`config.mk`:
```
export PLATFORM = sky130hd
export DESIGN_NAME = mul_issue_ctrl
export DESIGN_NICKNAME = d
export VERILOG_FILES = /design/src/rtl/mul_issue_ctrl.sv
export SDC_FILE = /design/constraint.sdc
export NUM_CORES = 1
export LEC_CHECK = 0
export BUFFER_PORTS_ARGS = -buffer_cell sky130_fd_sc_hd__buf_4
export CORE_MARGIN = 8
export CORE_UTILIZATION = 40
export DETAILED_ROUTE_END_ITERATION = 7
export PLACE_DENSITY = 0.72
export SLEW_MARGIN = 20
export SYNTH_ARGS = -nofsm -noshare
export SYNTH_HDL_FRONTEND = slang
export SYNTH_SLANG_ARGS = --single-unit
export TNS_END_PERCENT = 50
```
`constraint.sdc`:
```
create_clock -name clk -period 6 [get_ports clk]
set_input_delay 0.6 -clock clk [delete_from_list [all_inputs] [get_ports clk]]
set_output_delay 0.6 -clock clk [all_outputs]
set_load 0.005 [all_outputs]
```
`src/rtl/mul_issue_ctrl.sv`:
```
// Issue/writeback sequencer for the 5-stage pipelined 64-bit multiplier.
// Tracks rd/tag next to the multiplier stages and buffers results behind credits.
module mul_issue_ctrl #(
  parameter int DEPTH   = 4,
  parameter int TAG_W   = 6,
  parameter int MUL_LAT = 5
) (
  input  logic             clk,
  input  logic             reset,
  input  logic             req_valid_i,
  output logic             req_ready_o,
  input  logic [63:0]      req_opr_a_i,
  input  logic [63:0]      req_opr_b_i,
  input  logic [3:0]       req_func_i,
  input  logic             req_word_i,
  input  logic [4:0]       req_rd_i,
  input  logic [TAG_W-1:0] req_tag_i,
  input  logic             flush_i,
  output logic [63:0]      mul_opr_a_o,
  output logic [63:0]      mul_opr_b_o,
  output logic             mul_instr_o,
  output logic [3:0]       mul_func_o,
  output logic             mul_word_o,
  output logic             mul_kill_o,
  output logic             mul_flush_o,
  input  logic [63:0]      mul_res_i,
  input  logic             mul_valid_i,
  output logic             wb_valid_o,
  input  logic             wb_ready_i,
  output logic [63:0]      wb_data_o,
  output logic [4:0]       wb_rd_o,
  output logic [TAG_W-1:0] wb_tag_o,
  input  logic [4:0]       rs1_i,
  input  logic [4:0]       rs2_i,
  output logic             hazard_o,
  output logic             idle_o,
  output logic             err_o
);
  localparam int CNT_W = $clog2(DEPTH + 1);
  localparam int PTR_W = (DEPTH > 1) ? $clog2(DEPTH) : 1;
  localparam int LAST  = MUL_LAT - 1;
  localparam logic [CNT_W-1:0] DEPTH_C = CNT_W'(DEPTH);
  localparam logic [PTR_W-1:0] PTR_MAX = PTR_W'(DEPTH - 1);

  logic [CNT_W-1:0] used_q, used_d;
  logic [CNT_W-1:0] count_q, count_d;
  logic [PTR_W-1:0] wr_ptr_q, rd_ptr_q;
  logic             issue, push, pop;
  logic             flush_mask_q, err_q;

  logic             sh_v_q   [MUL_LAT];
  logic [4:0]       sh_rd_q  [MUL_LAT];
  logic [TAG_W-1:0] sh_tag_q [MUL_LAT];

  logic [63:0]      fifo_data_q [DEPTH];
  logic [4:0]       fifo_rd_q   [DEPTH];
  logic [TAG_W-1:0] fifo_tag_q  [DEPTH];
  logic             fifo_live   [DEPTH];

  function automatic logic [PTR_W-1:0] ptr_inc(input logic [PTR_W-1:0] p);
    return (p == PTR_MAX) ? '0 : p + 1'b1;
  endfunction

  function automatic logic rd_hit(input logic [4:0] rd, input logic [4:0] a,
                                  input logic [4:0] b);
    return (rd != 5'd0) && ((rd == a) || (rd == b));
  endfunction

  // Handshakes (req_*, wb_*): a transfer occurs on a rising edge where valid
  // and ready are both high; flush_i withdraws both ready and valid that cycle.
  assign req_ready_o = (used_q < DEPTH_C) && !flush_i;
  assign issue       = req_valid_i && req_ready_o;

  assign mul_instr_o = issue;
  assign mul_opr_a_o = req_opr_a_i;
  assign mul_opr_b_o = req_opr_b_i;
  assign mul_func_o  = req_func_i;
  assign mul_word_o  = req_word_i;
  assign mul_kill_o  = flush_i;
  assign mul_flush_o = flush_i;

  assign wb_valid_o = (count_q != '0) && !flush_i;
  assign pop        = wb_valid_o && wb_ready_i;
  assign push       = sh_v_q[LAST] && !flush_i;
  assign wb_data_o  = fifo_data_q[rd_ptr_q];
  assign wb_rd_o    = fifo_rd_q[rd_ptr_q];
  assign wb_tag_o   = fifo_tag_q[rd_ptr_q];

  assign used_d  = used_q + CNT_W'(issue) - CNT_W'(pop);
  assign count_d = count_q + CNT_W'(push) - CNT_W'(pop);

  assign idle_o = (used_q == '0);
  assign err_o  = err_q;

  always_ff @(posedge clk) begin
    if (reset || flush_i) begin
      used_q   <= '0;
      count_q  <= '0;
      wr_ptr_q <= '0;
      rd_ptr_q <= '0;
      for (int i = 0; i < MUL_LAT; i++) sh_v_q[i] <= 1'b0;
    end else begin
      used_q    <= used_d;
      count_q   <= count_d;
      sh_v_q[0] <= issue;
      for (int i = 1; i < MUL_LAT; i++) sh_v_q[i] <= sh_v_q[i-1];
      if (push) wr_ptr_q <= ptr_inc(wr_ptr_q);
      if (pop)  rd_ptr_q <= ptr_inc(rd_ptr_q);
    end
  end

  // Metadata and FIFO payload carry no reset; the valids above qualify them.
  always_ff @(posedge clk) begin
    sh_rd_q[0]  <= req_rd_i;
    sh_tag_q[0] <= req_tag_i;
    for (int i = 1; i < MUL_LAT; i++) begin
      sh_rd_q[i]  <= sh_rd_q[i-1];
      sh_tag_q[i] <= sh_tag_q[i-1];
    end
    if (push) begin
      fifo_data_q[wr_ptr_q] <= mul_res_i;
      fifo_rd_q[wr_ptr_q]   <= sh_rd_q[LAST];
      fifo_tag_q[wr_ptr_q]  <= sh_tag_q[LAST];
    end
  end

  // The multiplier still delivers its stage-4 op right after a flush.
  always_ff @(posedge clk) begin
    if (reset) begin
      err_q        <= 1'b0;
      flush_mask_q <= 1'b0;
    end else begin
      flush_mask_q <= flush_i;
      if (!flush_mask_q && (mul_valid_i != sh_v_q[LAST])) err_q <= 1'b1;
    end
  end

  always_comb begin
    for (int i = 0; i < DEPTH; i++) begin
      fifo_live[i] = ((i - int'(rd_ptr_q) + DEPTH) % DEPTH) < int'(count_q);
    end
  end

  always_comb begin
    hazard_o = 1'b0;
    for (int i = 0; i < MUL_LAT; i++) begin
      if (sh_v_q[i] && rd_hit(sh_rd_q[i], rs1_i, rs2_i)) hazard_o = 1'b1;
    end
    for (int i = 0; i < DEPTH; i++) begin
      if (fifo_live[i] && rd_hit(fifo_rd_q[i], rs1_i, rs2_i)) hazard_o = 1'b1;
    end
  end
endmodule

```
==> metrics.txt <==
status finished clean; Crit. End Element output pin; Post-Synthesis Cells 846; PwrDens about 320 mW/mm²; final setup margin 2.83 ns; RSZ-0062 raised after global routing false; initial antenna violation count 1; Critical Path RT approximately 5.4 ns; Least-Margin Pin Slew 0.820 ns; number of synthesized flops with an enable pin 300; number of max-cap violations 0; DP Wirelength between 15000 and 20000 µm; CP max FO 29; Synth cell types 30; standby leakage power approximately 5.9 nW; fin crit period around 3.2 ns; CP max-delay cell dfxtp_4; Max Slew Vio Count 0; Core Util, Final between 40% and 50%; drt pass-1 iters 4; worst reg-to-reg path cell count 3; total CTS buffers 40; max incr delay on CP roughly 0.65 ns; # resized after CTS 0; Iteration-0 DRC Markers 352; GR Util met1 15.7%; deepest clock path buffer count 3; R2R Path End fifo_rd_q[1][0]; Hold EP sh_tag_q[0][5]; r2r setup slk 3.49 ns; GPL Wtd Cong roughly 0.8; Fmax 0.316 GHz; vias per cell slightly above 5; warning count from the yosys run 0; worst path cell trace buf_4, mux4_2, buf_4; Global Route Usage Sum between 10 and 15%; # DRC 0; pre-CTS setup slack 2.82 ns; first-pass GRT wire length between 40000 and 50000 µm; commonest register cell after synthesis edfxtp_1; Sink Count 374; Ports 440; crit share post-route 52.8%; final wirelength between 30000 and 40000 µm; hold_buf cts 0; share of the synthesized area in the top cell type between 50% and 60%; row count slightly above 70; Post-Syn Nets between 1000 and 1500; met3 GRT Util 4.18%; Initial Util between 40% and 50%; HP Class input port to flop; register area share after synthesis between 60 and 70%; most common cell after layout, fill and taps aside edfxtp_1; most frequent cells in the layout 300 x edfxtp_1, 179 x buf_4, 75 x mux4_2; die height 210 µm; Core Box Area between 0.03 and 0.04 mm²; worst vdd ir around 0.22 mV; vias in the first global route roughly 7700; worst-skew pair later-pin latency about 0.54 ns; port bufs between 150 and 200; largest net degree at the start of global routing between 50 and 60; FF-to-FF Start sh_v_q[0][4]; Root Driver clkbuf_16; Setup Crit Path Kind flop to output pin; Post-Syn Area roughly 0.015 mm²; clock tree from TritonCTS built; Setup TNS 0 ns; CTS H-tree lvls 2; hold path depth 1; Die W between 200 and 250 µm; most frequent CP cell buf_4; layout cells sized above 1 between 30% and 40%; Antenna Nets Post-Route 0; GRT busiest layer met2; final hold viol count 0; DR WL/cell 21.3 µm; skew final 0.0140 ns; full die area 0.0440 mm²; GRT met2 Usage 22.6%; Power, Total roughly 5.4 mW; Area growth syn-to-layout 14.5%; Mean Syn Cell Area ~18 µm²; top post-synthesis cells by area edfxtp_1 60%, mux4_2 11%, dfxtp_1 9.9%, buf_4 6.7%, xor2_1 3.6%; DR vias about 7100; CP arrival ~2.6 ns; Final nets between 1000 and 1500; Slew HR a little under half; Synth area leader edfxtp_1; Post-CTS Setup Repair Bufs 0; startpoint types flop; synthesized flop and latch total around 370; final setup vio count 0; hold path startpoint req_tag_i[5]; CTS clk-pin slew, worst paths roughly 0.060 ns; FFs w/ async S/R, synth 0%; grt ovf 0; WHS 0.167 ns
[worst max-delay path, delay by kind of cell, from the launching register on]
kind	cells	cell delay, ns
DFF	1	0.65
buffers and inverters	2	0.76
muxes	1	0.61
[stage by stage]
step	std cells	cell area, µm²
after detailed placement	1336	15800
final	1412	17200
after global placement	1336	15800
after global routing	1412	17200
after CTS	1410	17200
after floorplan	846	15000
[layer usage]
metal | routed length (µm) | part of all wire [%]
met5 | 0 | 0
met4 | 924 | 3.1
met1 | 12000 | 40
met2 | 14900 | 50
met3 | 2240 | 7.4
[logic make-up (layout without fill, tap and decap cells)]
kind of cell | count (synthesis) | count (layout) | share of synthesized area (%)
flops | 374 | 374 | 69.8
other cells | 0 | 1 | 0
mux | 79 | 79 | 11.5
buf+inv | 174 | 265 | 7.87
xor+xnor | 95 | 95 | 5.54
simple gates | 83 | 83 | 2.78
fa+ha+maj | 15 | 15 | 1.35
compound gates | 26 | 26 | 1.17
[Yosys cell counts, types with 9 or more instances]
library cell	n
inv_1	11
nor3_1	14
buf_4	135
ha_1	13
mux4_2	75
dfxtp_1	74
edfxtp_1	300
nor2_1	29
buf_2	18
xor2_1	62
and2_1	12
xnor2_1	33
or4_1	9
[area by class of cell]
type / count / area [µm²]
Fill cell: 3170 / 20100
Sequential cell: 374 / 10500
Multi-Input combinational cell: 298 / 3370
Timing Repair Buffer: 180 / 1360
Clock buffer: 54 / 1140
Tap cell: 474 / 593
Clock inverter: 20 / 211
Inverter: 11 / 41.3
Antenna cell: 1 / 2.50
[state kept, by name (all words and copies together), names as in the netlist, named ones only]
name	count
wr_ptr_q	2
sh_v_q	5
err_o	1
used_q	3
rd_ptr_q	2
sh_rd_q	25
flush_mask_q	1
fifo_data_q	256
fifo_tag_q	24
fifo_rd_q	20
count_q	3
sh_tag_q	30
[power by group]
part / switching (mW) / internal [mW]
logic: 0.0652 / 0.0719
registers: 0.0189 / 2.82
clock network: 0.967 / 1.51
[how the worst max path moves through the flow]
stage / startpoint / endpoint / slack, ns / cells past startpoint
floorplan: flush_i / fifo_data_q[0][0] / 2.98 / 2
global placement: flop / wb_data_o[29] / 2.83 / 3
detailed placement: flop / wb_data_o[28] / 2.82 / 3
CTS: flop / wb_data_o[28] / 2.22 / 3
global route: flop / wb_data_o[28] / 2.57 / 3
finish: flop / wb_data_o[28] / 2.83 / 3
Power figures use the tool's default switching activity.
